File: config.mk
export PLATFORM = sky130hd
export DESIGN_NAME = ahb_to_fpga_sram
export DESIGN_NICKNAME = d
export VERILOG_FILES = /design/src/rtl/ahb_to_fpga_sram_pkg.sv /design/src/rtl/ahb_sram_lane_dec.sv /design/src/rtl/ahb_to_fpga_sram.sv
export SDC_FILE = /design/constraint.sdc
export NUM_CORES = 1
export LEC_CHECK = 0
export CAP_MARGIN = 40
export CORE_MARGIN = 5
export CORE_UTILIZATION = 40
export DETAILED_ROUTE_END_ITERATION = 16
export GPL_TIMING_DRIVEN = 0
export PLACE_DENSITY_LB_ADDON = 0.3
export SLEW_MARGIN = 25
export SYNTH_ARGS = -nofsm -noshare
export SYNTH_HDL_FRONTEND = slang
export SYNTH_SLANG_ARGS = --single-unit
File: constraint.sdc
create_clock -name HCLK -period 3.2 [get_ports HCLK]
set_input_delay 0.64 -clock HCLK [delete_from_list [all_inputs] [get_ports HCLK]]
set_output_delay 0.64 -clock HCLK [all_outputs]
set_load 0.03 [all_outputs]
File: src/rtl/ahb_to_fpga_sram_pkg.sv
// Shared AHB-Lite encodings and byte-merge helper for the AHB to FPGA block-RAM bridge.
package ahb_to_fpga_sram_pkg;

    localparam logic [1:0] HTRANS_IDLE   = 2'b00;
    localparam logic [1:0] HTRANS_BUSY   = 2'b01;
    localparam logic [1:0] HTRANS_NONSEQ = 2'b10;
    localparam logic [1:0] HTRANS_SEQ    = 2'b11;

    localparam logic [2:0] HSIZE_BYTE = 3'b000;
    localparam logic [2:0] HSIZE_HALF = 3'b001;
    localparam logic [2:0] HSIZE_WORD = 3'b010;

    // Per-byte select: buffered bytes override stale RAM bytes.
    function automatic logic [31:0] merge_bytes(input logic [3:0]  mask,
                                                input logic [31:0] buf_data,
                                                input logic [31:0] ram_data);
        logic [31:0] res;
        res = 32'h0000_0000;
        for (int i = 0; i < 4; i++) begin
            res[i*8 +: 8] = mask[i] ? buf_data[i*8 +: 8] : ram_data[i*8 +: 8];
        end
        return res;
    endfunction

endpackage

File: src/rtl/ahb_sram_lane_dec.sv
// Byte-lane decoder: transfer size and low address bits to a 4-bit write/merge mask.
module ahb_sram_lane_dec
    import ahb_to_fpga_sram_pkg::*;
(
    input  logic [2:0] hsize,
    input  logic [1:0] addr_lo,
    output logic [3:0] lane_mask
);

    // Sizes above word are treated as a full word.
    always_comb begin
        lane_mask = 4'b1111;
        case (hsize)
            HSIZE_BYTE: lane_mask = 4'b0001 << addr_lo;
            HSIZE_HALF: lane_mask = addr_lo[1] ? 4'b1100 : 4'b0011;
            default:    lane_mask = 4'b1111;
        endcase
    end

endmodule

File: src/rtl/ahb_to_fpga_sram.sv
// Zero-wait-state AHB-Lite slave for a single-port block RAM with a one-entry deferred write buffer.
module ahb_to_fpga_sram
    import ahb_to_fpga_sram_pkg::*;
#(
    parameter int AW = 16
) (
    input  logic          HCLK,
    input  logic          HRESETn,
    input  logic          HSEL,
    input  logic          HREADY,
    input  logic [1:0]    HTRANS,
    input  logic [2:0]    HSIZE,
    input  logic          HWRITE,
    input  logic [AW-1:0] HADDR,
    input  logic [31:0]   HWDATA,
    output logic          HREADYOUT,
    output logic          HRESP,
    output logic [31:0]   HRDATA,
    input  logic [31:0]   SRAMRDATA,
    output logic [AW-3:0] SRAMADDR,
    output logic [31:0]   SRAMWDATA,
    output logic [3:0]    SRAMWEN,
    output logic          SRAMCS
);

    logic          trans_act_s;
    logic          acc_s;
    logic          rd_req_s;
    logic          wr_req_s;
    logic [3:0]    lane_s;
    logic [AW-3:0] word_addr_s;
    logic          flush_s;
    logic [3:0]    mrg_nxt_s;

    logic          wr_dp_r;
    logic [AW-3:0] wa_addr_r;
    logic [3:0]    wa_wen_r;
    logic          buf_pend_r;
    logic [AW-3:0] buf_addr_r;
    logic [3:0]    buf_wen_r;
    logic [31:0]   buf_data_r;
    logic          rd_dp_r;
    logic [3:0]    mrg_mask_r;

    assign trans_act_s = (HTRANS == HTRANS_NONSEQ) || (HTRANS == HTRANS_SEQ);
    assign acc_s       = HSEL & HREADY & trans_act_s;
    assign rd_req_s    = acc_s & ~HWRITE;
    assign wr_req_s    = acc_s & HWRITE;
    assign word_addr_s = HADDR[AW-1:2];

    assign HREADYOUT = 1'b1;
    assign HRESP     = 1'b0;
    assign SRAMWDATA = buf_data_r;

    ahb_sram_lane_dec u_lane_dec (
        .hsize     (HSIZE),
        .addr_lo   (HADDR[1:0]),
        .lane_mask (lane_s)
    );

    // RAM port arbitration: reads always win, otherwise drain the write buffer.
    always_comb begin
        SRAMCS   = 1'b0;
        SRAMADDR = buf_addr_r;
        SRAMWEN  = 4'b0000;
        flush_s  = 1'b0;
        if (!HRESETn) begin
            SRAMCS = 1'b0;
        end else if (rd_req_s) begin
            SRAMCS   = 1'b1;
            SRAMADDR = word_addr_s;
        end else if (buf_pend_r) begin
            SRAMCS  = 1'b1;
            SRAMWEN = buf_wen_r;
            flush_s = 1'b1;
        end else begin
            SRAMCS = 1'b0;
        end
    end

    // Bytes a read must take from the buffer; covers a write whose data arrives this same cycle.
    always_comb begin
        mrg_nxt_s = 4'b0000;
        if (buf_pend_r && (buf_addr_r == word_addr_s)) begin
            mrg_nxt_s = buf_wen_r;
        end else begin
            mrg_nxt_s = 4'b0000;
        end
        if (wr_dp_r && (wa_addr_r == word_addr_s)) begin
            mrg_nxt_s = mrg_nxt_s | wa_wen_r;
        end else begin
            mrg_nxt_s = mrg_nxt_s;
        end
    end

    // Read data phase output.
    always_comb begin
        HRDATA = 32'h0000_0000;
        if (rd_dp_r) begin
            HRDATA = merge_bytes(mrg_mask_r, buf_data_r, SRAMRDATA);
        end else begin
            HRDATA = 32'h0000_0000;
        end
    end

    // Address/data phase tracking and write buffer state.
    always_ff @(posedge HCLK or negedge HRESETn) begin
        if (!HRESETn) begin
            wr_dp_r    <= 1'b0;
            wa_addr_r  <= {(AW-2){1'b0}};
            wa_wen_r   <= 4'b0000;
            buf_pend_r <= 1'b0;
            buf_addr_r <= {(AW-2){1'b0}};
            buf_wen_r  <= 4'b0000;
            buf_data_r <= 32'h0000_0000;
            rd_dp_r    <= 1'b0;
            mrg_mask_r <= 4'b0000;
        end else begin
            if (wr_req_s) begin
                wa_addr_r <= word_addr_s;
                wa_wen_r  <= lane_s;
                wr_dp_r   <= 1'b1;
            end else if (HREADY) begin
                wr_dp_r <= 1'b0;
            end

            // A load on the same edge as a flush keeps the new write pending.
            if (wr_dp_r && HREADY) begin
                buf_addr_r <= wa_addr_r;
                buf_wen_r  <= wa_wen_r;
                buf_data_r <= HWDATA;
                buf_pend_r <= 1'b1;
            end else if (flush_s) begin
                buf_pend_r <= 1'b0;
            end

            if (rd_req_s) begin
                rd_dp_r    <= 1'b1;
                mrg_mask_r <= mrg_nxt_s;
            end else if (HREADY) begin
                rd_dp_r <= 1'b0;
            end
        end
    end

endmodule

[Word-level counts from Yosys, hierarchy flattened]
Index checks and enable logic that the tools add are counted.
Word-level totals
  bits in registers: 75
  latch bits: 0
  bits in writable memories: 0
  memory bits (read-only): 0
  output and inout bits: 85
  memories: 0
Cells by class
  add/subtract/negate cells: 0
  multipliers: 0
  divide/modulo/power cells: 0
  $lt $le $gt $ge: 0
  eq/ne operators: 5
  shifts and indexed selects: 1
  multiplexer cells: 24
  bitwise gates (word level): 6
  reductions and logical operators: 8
Operator list (count)
  two-way mux 32 bit: 1
  two-way mux 8 bit: 4
  == test 14 bit: 2
  two-way mux 14 bit: 2
  two-way mux 4 bit: 6
  two-way mux 1 bit: 10
  one-hot mux 4 bit (2 select lines): 1
  nonzero test 2 bit: 3
  AND 1 bit: 4
  == test 2 bit (second input constant): 2
  bitwise OR 4 bit: 1
  << shifter 1 x 2 -> 4 bit (first input constant): 1
  == test 3 x 1 -> 1 bit (second input constant): 1
  logical AND 1 bit: 3
  logical NOT 3 bit: 1
  logical OR 1 bit: 1
  NOT 1 bit: 1

[Logic depth before layout (Yosys ltp)]
  word-level depth: 8
  gate-level depth with buffers: 5
  gate-level depth less buffers: 5

[Cells and area by module]
Synthesis repeated with hierarchy kept, for this count alone.
Unflattened totals
  cells, all modules: 316
  area, all modules: 3860.0 um^2
By module, submodules not included
  ahb_to_fpga_sram: times used 1, cells each 308, area each 3817.4 um^2, sequential area each 1876.8 um^2
  ahb_sram_lane_dec: times used 1, cells each 8, area each 42.5 um^2, sequential area each 0.0 um^2

[Worst setup path before layout]
No wires, ideal clock.
  kind: input port to output port
  from: input port HSEL
  to: output port SRAMADDR[10]
  arrival: 1.567 ns
  required time: 2.560 ns
  slack: 0.993 ns
  stages: 5
  buffers on the path: 1
  path through: nand3_1 -> nor2_1 -> nand2_1 -> buf_2 -> mux2_2
Between the ends
  word-level cells in the longest chain between the ends: 5
RTL lines
  start, declared: RTL line ahb_to_fpga_sram.sv:9  | input logic HSEL,
  AND 1 bit (2 in a row): RTL line ahb_to_fpga_sram.sv:46  | assign acc_s = HSEL & HREADY & trans_act_s;
  AND 1 bit: RTL line ahb_to_fpga_sram.sv:47  | assign rd_req_s = acc_s & ~HWRITE;
  two-way mux 14 bit: RTL line ahb_to_fpga_sram.sv:69  | end else if (rd_req_s) begin
  two-way mux 14 bit: RTL line ahb_to_fpga_sram.sv:67  | if (!HRESETn) begin
  end, declared: RTL line ahb_to_fpga_sram.sv:20  | output logic [AW-3:0] SRAMADDR,
Every way passes these cells.

[Worst setup path after layout]
  from: input port HREADY
  to: output port SRAMADDR[8]
Between the ends
  word-level cells in the longest chain between the ends: 5
RTL lines
  start, declared: RTL line ahb_to_fpga_sram.sv:10  | input logic HREADY,
  AND 1 bit (2 in a row): RTL line ahb_to_fpga_sram.sv:46
  AND 1 bit: RTL line ahb_to_fpga_sram.sv:47
  two-way mux 14 bit: RTL line ahb_to_fpga_sram.sv:69
  two-way mux 14 bit: RTL line ahb_to_fpga_sram.sv:67
Every way passes these cells.

==> reports/metrics.cfg <==
[setup_path]
r2r-end=mrg_mask_r[0]$_DFFE_PN0P_
cp-end-kind=output pin
required_ns=2.56
crit_path_max_fanout=10
reg2reg_depth=5
path_class=in -> out
worstPathArrival_ns=2.50
startpoint_type=input pin
rr_startpoint=wa_addr_r[4]$_DFFE_PN0P_
ff2ff_setup_slack_ns=1.55
startpoint=HREADY

[synthesis]
seq_area_frac_synth_pct=48.73
synth-async-reset-ratio_pct=100.0
syn_area_sq_mm=0.003851
synth_edf_count=0
ys_warn_count=0
syn_nets=410
synth_flop_cell=dfrtp_1
ys_ff_latch=75
synthCells=320
syn_area_per_cell_sq_um=12.03
ys_types=25

[clocking]
clk_pin_slew_ns=0.08
clkLatencyLatePin_ns=0.34
cts_sinks=75
cts_max_level=3
cts_root_buf=clkbuf_8
cts_buffers=9
cts_tree=yes
postCtsHoldBufs=0
cts_buffer_depth=2
cts_resized=21
postCtsSetupRepairBufs=0

[power]
power_density_mw_per_mm2=656.6
cellLeakagePower_nw=2.509
irDropWorstVdd_uv=392.4

[layout]
final_cell_mix=clkdlybuf4s50_1 (151), mux2_2 (78), dfrtp_1 (75)
n_fill_cell=756
fin_util_pct=63.54
drive_gt1_share_pct=21.46
mostFrequentLayoutCell=clkdlybuf4s50_1
num-nets-final=593
area_delta_synth_final_pct=53.90
diodes=0

[sta]
min_period_ns=3.140
tns_ns=0
fin_crit_sh_pct=98.14
slew_viol_final=0
slew_headroom_pct=55.10
worst_pin_slew_ns=0.6735
rsz0062_at_grt=no
max_freq_mhz=318.4
skew_ns=0.008891
setup_viol=0
hold_viol=0

[grt]
antenna_found_initial=0
gr-total-overflow=0
grt_pass1_vias=3219
grt_pass1_wl_mm=16.43
grt_max_degree=42
grt_usage_pct=17.96

[routing]
wl_per_cell_microns=16.64
drc=0
drtIter0Drc=140
detail-route-antenna-nets=0
drt-total-wl_mm=10.60
num_vias=3076
drtPass1Iterations=4
vias_per_cell=4.829

[run_status]
outcome=complete, no violations

[die]
fp.dieW_microns=108.1
dieArea_sq_mm=0.01169
rows=35
fp.dieH_microns=108.1
start_util_pct=41.29
ioPinCount=175
coreArea_sq_mm=0.009328

[run]
max-cap-violations=0

[hold_path]
hold_path_class=in -> async

[placed_design]
gp_congestion=0.7635
io_buffers=171
hpwl_mm=8.521

cell families after synthesis:
kind of cell	synth area share, %
simple gates	7.505
other cells	0.1950
xor+xnor	6.368
flops	48.73
buf+inv	2.599
compound gates	3.476
mux	31.12
state kept, by name (all words and copies together), names as in the netlist:
name        cells
SRAMWDATA      32
buf_addr_r     14
buf_pend_r      1
buf_wen_r       4
mrg_mask_r      4
rd_dp_r         1
wa_addr_r      14
wa_wen_r        4
wr_dp_r         1
where the power goes:
| group | total (mW) | switching (mW) | internal [mW] |
|---|---|---|---|
| Combinational | 1.71 | 0.870 | 0.842 |
| Sequential | 1.47 | 0.234 | 1.23 |
| Clock | 0.714 | 0.337 | 0.378 |
| Total | 3.89 | 1.44 | 2.45 |
metal layers:
layer  track usage (%)  share of wire, %  up-vias
met1             23.16                43     1472
met5                 0                 0        -
li1                  -                 -     1470
met4             5.951               1.4        0
met3             2.985               6.1       12
met2             30.73                49      122
synthesized netlist by cell type, drive strengths merged, types with 3 or more instances:
cell type  instances  area share (%)
xnor2             28             6.4
nand4              7             1.1
and2               4            0.65
buf               11             1.5
inv                4            0.39
nand2              5            0.49
nand3              3            0.39
nor2              39             3.8
mux2i             32             8.3
a21oi              6            0.78
clkbuf             7            0.68
a22oi              4            0.78
mux2              78              23
dfrtp             75              49
o21ai              6            0.78
area by class of cell:
cell class | count | area, sq um | area share [%]
inverters | 4 | 15.01 | 0.2533
well taps | 129 | 161.4 | 2.723
plain buffers | 18 | 87.58 | 1.478
clock inverters | 5 | 52.55 | 0.8866
repair buffers | 172 | 1713 | 28.90
multi-input cells | 223 | 1879 | 31.71
flip-flops and latches | 75 | 1877 | 31.67
clock buffers | 11 | 141.4 | 2.385
worst max-delay path, stage by stage:
cell and delay (ns):
clkdlybuf4s50_1 0.57, nand3_1 0.17, nor2_2 0.14, nand2_2 0.12
buf_4 0.21, mux2_2 0.29, dlygate4sd2_1 0.36
per-stage QoR:
| stage | hold WS [ns] | setup WS [ns] | cell area, sq um | std cells | total power, mW |
|---|---|---|---|---|---|
| 4_1_cts | 0.2603 | 0.03013 | 5917 | 637 | 3.930 |
| 6_report | 0.1830 | 0.05962 | 5927 | 637 | 3.891 |
| 3_5_place_dp | 0.4957 | -0.3072 | 5742 | 621 | 3.272 |
| 3_3_place_gp | 0.4852 | -3.255 | 5724 | 620 | 3.219 |
| 2_1_floorplan | 0.3444 | 0.9931 | 3851 | 320 | 2.511 |
| 5_1_grt | 0.2045 | 0.01337 | 5927 | 637 | 4.098 |
worst max-delay path by stage:
stage                              end  slack (ns)  cells past startpoint
after floorplan           SRAMADDR[10]        0.99                      5
after global placement     SRAMADDR[8]       -3.26                      5
after detailed placement   SRAMADDR[8]       -0.31                      7
after CTS                  SRAMADDR[8]        0.03                      7
after global routing      SRAMADDR[10]        0.01                      7
final                      SRAMADDR[8]        0.06                      7
(Power assumes the default switching activity.)
